===== config.mk =====
export PLATFORM = sky130hd
export DESIGN_NAME = mem_port_arbiter_flat
export DESIGN_NICKNAME = d
export VERILOG_FILES = /design/src/rtl/mem_port_arbiter_if.sv /design/src/rtl/mem_port_arbiter.sv /design/src/flat_wrapper.sv
export SDC_FILE = /design/constraint.sdc
export NUM_CORES = 1
export LEC_CHECK = 0
export BUFFER_PORTS_ARGS = -buffer_cell sky130_fd_sc_hd__buf_2
export CAP_MARGIN = 20
export CORE_AREA = 2 2 212 214
export CTS_CLUSTER_DIAMETER = 30
export DETAILED_ROUTE_END_ITERATION = 12
export DIE_AREA = 0 0 214 216
export GPL_TIMING_DRIVEN = 1
export PLACE_DENSITY = 0.46
export REMOVE_ABC_BUFFERS = 1
export SETUP_SLACK_MARGIN = 0.4
export SLEW_MARGIN = 20
export SYNTH_ARGS = -nofsm -noshare
export SYNTH_HDL_FRONTEND = slang
export SYNTH_SLANG_ARGS = --single-unit
export TNS_END_PERCENT = 20

===== constraint.sdc =====
create_clock -name clk -period 4.8 [get_ports clk]
set_input_delay 0.96 -clock clk [delete_from_list [all_inputs] [get_ports clk]]
set_output_delay 0.96 -clock clk [all_outputs]
set_load 0.05 [all_outputs]

===== src/rtl/mem_port_arbiter_if.sv =====
// Bus bundle for the shared memory port: fetch side, load/store side and the memory port itself.
interface mem_port_arbiter_if #(
  parameter int unsigned ADDR_W = 64,
  parameter int unsigned DATA_W = 64,
  parameter int unsigned STRB_W = 8
);
  logic              ibus_valid;
  logic [ADDR_W-1:0] ibus_addr;
  logic              ibus_data_ok;
  logic [DATA_W-1:0] ibus_data;

  logic              dbus_valid;
  logic [ADDR_W-1:0] dbus_addr;
  logic [DATA_W-1:0] dbus_wdata;
  logic [STRB_W-1:0] dbus_strobe;
  logic [2:0]        dbus_size;
  logic              dbus_data_ok;
  logic [DATA_W-1:0] dbus_data;

  logic              mem_valid;
  logic [ADDR_W-1:0] mem_addr;
  logic [DATA_W-1:0] mem_wdata;
  logic [STRB_W-1:0] mem_strobe;
  logic [2:0]        mem_size;
  logic              mem_data_ok;
  logic [DATA_W-1:0] mem_rdata;

  // Arbiter view
  modport slave (
    input  ibus_valid, ibus_addr,
    output ibus_data_ok, ibus_data,
    input  dbus_valid, dbus_addr, dbus_wdata, dbus_strobe, dbus_size,
    output dbus_data_ok, dbus_data,
    output mem_valid, mem_addr, mem_wdata, mem_strobe, mem_size,
    input  mem_data_ok, mem_rdata
  );

  // Requester / memory environment view
  modport master (
    output ibus_valid, ibus_addr,
    input  ibus_data_ok, ibus_data,
    output dbus_valid, dbus_addr, dbus_wdata, dbus_strobe, dbus_size,
    input  dbus_data_ok, dbus_data,
    input  mem_valid, mem_addr, mem_wdata, mem_strobe, mem_size,
    output mem_data_ok, mem_rdata
  );
endinterface


===== src/rtl/mem_port_arbiter.sv =====
// Shares the core memory port between fetch (ibus) and load/store (dbus) requesters.
// dbus wins from IDLE; on completion the other requester is handed the port with no gap.
module mem_port_arbiter #(
  parameter int unsigned ADDR_W      = 64,
  parameter int unsigned DATA_W      = 64,
  parameter int unsigned STRB_W      = 8,
  parameter int unsigned TIMEOUT_CYC = 1024
) (
  input  logic                clk,
  input  logic                reset,
  mem_port_arbiter_if.slave   bus,
  output logic                err_timeout
);

  localparam logic [1:0] S_IDLE   = 2'd0;
  localparam logic [1:0] S_BUSY_I = 2'd1;
  localparam logic [1:0] S_BUSY_D = 2'd2;

  localparam logic [2:0] MSIZE4 = 3'd2;

  localparam int unsigned CNT_W = $clog2(TIMEOUT_CYC + 1);
  localparam logic [CNT_W-1:0] CNT_MAX = CNT_W'(TIMEOUT_CYC);

  logic [1:0]       state;
  logic [1:0]       state_nxt;
  logic             grant_i;
  logic             grant_d;
  logic             ibus_ok_c;
  logic             dbus_ok_c;
  logic [CNT_W-1:0] wdog_cnt;
  logic [CNT_W-1:0] wdog_cnt_nxt;

  // State register
  always_ff @(posedge clk or negedge reset) begin
    if (!reset) state <= S_IDLE;
    else        state <= state_nxt;
  end

  // Next-state, grant and response routing
  always_comb begin
    state_nxt = state;
    grant_i   = 1'b0;
    grant_d   = 1'b0;
    ibus_ok_c = 1'b0;
    dbus_ok_c = 1'b0;
    case (state)
      S_IDLE: begin
        if (bus.dbus_valid)      grant_d = 1'b1;
        else if (bus.ibus_valid) grant_i = 1'b1;
      end
      S_BUSY_I: begin
        if (bus.mem_data_ok) begin
          ibus_ok_c = 1'b1;
          if (bus.dbus_valid) grant_d = 1'b1;
          else                state_nxt = S_IDLE;
        end
      end
      S_BUSY_D: begin
        if (bus.mem_data_ok) begin
          dbus_ok_c = 1'b1;
          if (bus.ibus_valid) grant_i = 1'b1;
          else                state_nxt = S_IDLE;
        end
      end
      default: state_nxt = S_IDLE;
    endcase
    if (grant_d) state_nxt = S_BUSY_D;
    if (grant_i) state_nxt = S_BUSY_I;
  end

  assign bus.ibus_data_ok = ibus_ok_c;
  assign bus.dbus_data_ok = dbus_ok_c;
  assign bus.ibus_data    = bus.mem_rdata;
  assign bus.dbus_data    = bus.mem_rdata;

  // Memory port request registers, loaded on each grant and held while busy
  always_ff @(posedge clk or negedge reset) begin
    if (!reset) begin
      bus.mem_valid  <= 1'b0;
      bus.mem_addr   <= '0;
      bus.mem_wdata  <= '0;
      bus.mem_strobe <= '0;
      bus.mem_size   <= '0;
    end else begin
      bus.mem_valid <= (state_nxt != S_IDLE);
      if (grant_d) begin
        bus.mem_addr   <= bus.dbus_addr;
        bus.mem_wdata  <= bus.dbus_wdata;
        bus.mem_strobe <= bus.dbus_strobe;
        bus.mem_size   <= bus.dbus_size;
      end else if (grant_i) begin
        bus.mem_addr   <= bus.ibus_addr;
        bus.mem_wdata  <= '0;
        bus.mem_strobe <= '0;
        bus.mem_size   <= MSIZE4;
      end
    end
  end

  // Watchdog count: zero in IDLE and across every completion, saturating while stalled
  always_comb begin
    wdog_cnt_nxt = wdog_cnt;
    if (state == S_IDLE || bus.mem_data_ok) wdog_cnt_nxt = '0;
    else if (wdog_cnt != CNT_MAX)           wdog_cnt_nxt = wdog_cnt + CNT_W'(1);
  end

  // Watchdog register and sticky error flag
  always_ff @(posedge clk or negedge reset) begin
    if (!reset) begin
      wdog_cnt    <= '0;
      err_timeout <= 1'b0;
    end else begin
      wdog_cnt <= wdog_cnt_nxt;
      if (wdog_cnt_nxt == CNT_MAX) err_timeout <= 1'b1;
    end
  end

endmodule

===== src/flat_wrapper.sv =====
// flat-port wrapper written by rule: the top's interface ports become plain ports
module mem_port_arbiter_flat 
#(
  parameter int unsigned ADDR_W      = 64,
  parameter int unsigned DATA_W      = 64,
  parameter int unsigned STRB_W      = 8,
  parameter int unsigned TIMEOUT_CYC = 1024
)
  (clk, reset, err_timeout, bus_ibus_valid, bus_ibus_addr, bus_ibus_data_ok, bus_ibus_data, bus_dbus_valid, bus_dbus_addr, bus_dbus_wdata, bus_dbus_strobe, bus_dbus_size, bus_dbus_data_ok, bus_dbus_data, bus_mem_valid, bus_mem_addr, bus_mem_wdata, bus_mem_strobe, bus_mem_size, bus_mem_data_ok, bus_mem_rdata);
  mem_port_arbiter_if #(.ADDR_W(ADDR_W), .DATA_W(DATA_W), .STRB_W(STRB_W)) bus_i ();
  input  logic clk;
  input  logic reset;
  output logic err_timeout;
  input wire logic [$bits(bus_i.ibus_valid)-1:0] bus_ibus_valid;
  input wire logic [$bits(bus_i.ibus_addr)-1:0] bus_ibus_addr;
  output wire logic [$bits(bus_i.ibus_data_ok)-1:0] bus_ibus_data_ok;
  output wire logic [$bits(bus_i.ibus_data)-1:0] bus_ibus_data;
  input wire logic [$bits(bus_i.dbus_valid)-1:0] bus_dbus_valid;
  input wire logic [$bits(bus_i.dbus_addr)-1:0] bus_dbus_addr;
  input wire logic [$bits(bus_i.dbus_wdata)-1:0] bus_dbus_wdata;
  input wire logic [$bits(bus_i.dbus_strobe)-1:0] bus_dbus_strobe;
  input wire logic [$bits(bus_i.dbus_size)-1:0] bus_dbus_size;
  output wire logic [$bits(bus_i.dbus_data_ok)-1:0] bus_dbus_data_ok;
  output wire logic [$bits(bus_i.dbus_data)-1:0] bus_dbus_data;
  output wire logic [$bits(bus_i.mem_valid)-1:0] bus_mem_valid;
  output wire logic [$bits(bus_i.mem_addr)-1:0] bus_mem_addr;
  output wire logic [$bits(bus_i.mem_wdata)-1:0] bus_mem_wdata;
  output wire logic [$bits(bus_i.mem_strobe)-1:0] bus_mem_strobe;
  output wire logic [$bits(bus_i.mem_size)-1:0] bus_mem_size;
  input wire logic [$bits(bus_i.mem_data_ok)-1:0] bus_mem_data_ok;
  input wire logic [$bits(bus_i.mem_rdata)-1:0] bus_mem_rdata;
  assign bus_i.ibus_valid = bus_ibus_valid;
  assign bus_i.ibus_addr = bus_ibus_addr;
  assign bus_ibus_data_ok = bus_i.ibus_data_ok;
  assign bus_ibus_data = bus_i.ibus_data;
  assign bus_i.dbus_valid = bus_dbus_valid;
  assign bus_i.dbus_addr = bus_dbus_addr;
  assign bus_i.dbus_wdata = bus_dbus_wdata;
  assign bus_i.dbus_strobe = bus_dbus_strobe;
  assign bus_i.dbus_size = bus_dbus_size;
  assign bus_dbus_data_ok = bus_i.dbus_data_ok;
  assign bus_dbus_data = bus_i.dbus_data;
  assign bus_mem_valid = bus_i.mem_valid;
  assign bus_mem_addr = bus_i.mem_addr;
  assign bus_mem_wdata = bus_i.mem_wdata;
  assign bus_mem_strobe = bus_i.mem_strobe;
  assign bus_mem_size = bus_i.mem_size;
  assign bus_i.mem_data_ok = bus_mem_data_ok;
  assign bus_i.mem_rdata = bus_mem_rdata;
  mem_port_arbiter #(.ADDR_W(ADDR_W), .DATA_W(DATA_W), .STRB_W(STRB_W), .TIMEOUT_CYC(TIMEOUT_CYC)) u_core (.clk(clk), .reset(reset), .bus(bus_i), .err_timeout(err_timeout));
endmodule

==> flow_metrics.tcl <==
set metrics [dict create \
    slowest_delay_ps 270 \
    clock_latency_ps 450 \
    critical_path_class "in2out" \
    clock_path_buffers 2 \
    grt_pass1_wl_mm 44.58 \
    wirelength_mm 31.82 \
    root_buffer "clkbuf_16" \
    ir_worst_vdd_v 0.0002397 \
    drive_above_1_share 0.4468 \
    yosysSeqAreaShare 0.5168 \
    status "finished clean" \
    drcViolationCount 0 \
    fin_nets 1154 \
    fin_total_pwr_mw 5.748 \
    grt-ovfl-total 0 \
    wire_per_inst_um 21.41 \
    cpMostUsedCell "buf_2" \
    boundaryPins 543 \
    die_area_mm2 0.04622 \
    crit_slowest_cell "buf_2" \
    min_period_ps 2572 \
    rr_startpoint "u_core.state[1]$_DFF_PN0_" \
    crit_required_ps 3840 \
    mostFrequentLayoutCells "buf_2, dfrtp_1, a22o_1" \
    clk_pin_slew_ps 80 \
    cts_tree "built" \
    route.antenna.remaining_nets 0 \
    layout_commonest_cell "buf_2" \
    skew_ps 14.01 \
    rsz0062_at_grt "false" \
    ff_latch_area_mm2 0.003854 \
    hold_path.class "reg2reg" \
    holdPathStages 1 \
    syn2layout_area_growth_pct 26.96 \
    ff2ff_setup_slack_ps 2390 \
    ys_types 41 \
    worstPathMaxFanout 6 \
    worst_slew_pin_slew_ps 897.6 \
    ys_ff_latch 154 \
    fin_cells 1486 \
    hold_start "u_core.err_timeout$_DFFE_PN0N_" \
    syn_avg_cell_area_um2 11.05 \
    htree_levels 4 \
    numCtsBuffers 17 \
    grtUsageTotal 0.1372 \
    drtPass1Iterations 4 \
    postCtsSetupBuffers 0 \
    synthesis.instances 675 \
    p_leak_nw 4.668 \
    cts.repair.resized 0 \
    cts_hold_buf 0 \
    synth_edf_count 0 \
    gp_congestion 0.8045 \
    cp_data_arrival_time_ps 1610 \
    fill_cells 4809 \
    drv_slew 0 \
    antenna_found_initial 1 \
    path_cells "buf_2 > inv_1 > nor2_1 > buf_2" \
    maxCapViolCount 0 \
    coreArea_mm2 0.04384 \
    slew_headroom 0.4016 \
    startpoint_type "primary input" \
    synthFlopType "dfrtp_1" \
    fp.dieH_um 216 \
    place_inst 1453 \
    setup_ws_ps 2228 \
    numPortBuffers 350 \
    dp_hpwl_mm 24.38 \
    viasPerCell 3.887 \
    yosysWarningCount 0 \
    finalSetupViolCount 0 \
    grt_pass1_vias 5875 \
    post-route-period-util 0.5358 \
    end_kind "output port" \
    vias 5776 \
    clock-sinks 154 \
    grt_max_degree 101 \
    die_w_um 214 \
    powerDensity_mw_per_mm2 607.1 \
    multi_input_area_mm2 0.002397 \
    min_to "u_core.err_timeout$_DFFE_PN0N_" \
    worstReg2RegEnd "u_core.bus.mem_addr[15]$_DFFE_PN0P_" \
    drt_first_iter_violations 328 \
    netlist_area_mm2 0.007457 \
    fp-row-count 77 \
    whs_ps 469.5 \
    ys_async_sr_fraction 1.000 \
    r2r_cells 5 \
    hold_viol_final 0 \
    fin_tns_setup_ps 0 \
    clock.fmax_mhz 388.8 \
    start_util 0.1701 \
    place_ws_ps 1856 \
]
==> registers in the layout, summed over array words and instances (netlist names) <==
register and cells:
u_core.err_timeout 1, u_core.wdog_cnt 11, u_core.bus.mem_addr 64, u_core.bus.mem_size 3
u_core.state 2, u_core.bus.mem_valid 1, u_core.bus.mem_strobe 8, u_core.bus.mem_wdata 64
==> power by group <==
| part | switching (mW) | internal [mW] | leakage [nW] |
|---|---|---|---|
| logic | 1.90 | 0.603 | 2.42 |
| registers | 0.205 | 1.66 | 1.96 |
| clock network | 0.585 | 0.798 | 0.287 |
| total | 2.69 | 3.06 | 4.67 |
==> metal layers <==
layer	track usage	part of all wire	vias to the layer above
li1	-	-	2620
met1	0.1525	0.40	2654
met2	0.1670	0.37	463
met3	0.1446	0.21	29
met4	0.03263	0.0099	10
met5	0.07917	0.014	-
==> synthesized netlist by cell type (all sizes together), types with 6 or more instances <==
library cell,number,area [µm²]
nand2,69,259.0
mux2i,64,640.6
inv,7,26.28
nand3,8,45.04
nor2,21,81.33
dfrtp,154,3854
o21ai,66,334.1
xnor2,6,52.55
buf,157,1135
clkbuf,13,50.04
a22o,74,648.1
==> logic make-up after synthesis <==
kind of cell	after synthesis	share of synthesized area
flops	154	0.5168
xor+xnor	11	0.01292
simple gates	113	0.07198
compound gates	153	0.1451
fa+ha+maj	2	0.003355
mux	65	0.08742
buf+inv	177	0.1624
==> worst max-delay path by stage <==
stage,from,end,slack (ps),cells past startpoint
after floorplan,bus_dbus_valid,u_core.bus.mem_addr[0]$_DFFE_PN0P_,-680,4
after global placement,bus_dbus_valid,u_core.bus.mem_addr[0]$_DFFE_PN0P_,1870,6
after detailed placement,bus_dbus_valid,u_core.bus.mem_addr[15]$_DFFE_PN0P_,1860,6
after CTS,bus_mem_data_ok,bus_ibus_data_ok,2230,4
after global routing,u_core.state[1]$_DFF_PN0_,u_core.bus.mem_addr[4]$_DFFE_PN0P_,2160,6
final,bus_mem_data_ok,bus_ibus_data_ok,2230,4
==> layout make-up <==
cell class / count / share of cell area
diodes: 1 / 0.0002643
well taps: 592 / 0.07823
repair buffers: 356 / 0.1957
flip-flops and latches: 154 / 0.4070
inverters: 7 / 0.002775
clock inverters: 12 / 0.01454
multi-input cells: 344 / 0.2532
clock buffers: 20 / 0.04824
==> per-stage QoR <==
stage            util  cell area [µm²]
3_3_place_gp   0.2024             8871
5_1_grt        0.2159             9465
6_report       0.2160             9468
2_1_floorplan       -             6272
4_1_cts        0.2159             9465
3_5_place_dp   0.2024             8871
==> worst max-delay path, delay by kind of cell <==
family,cells,cell delay (ps)
and+or+nand+nor,1,120
buffers and inverters,3,520
Power figures use the tool's default switching activity.
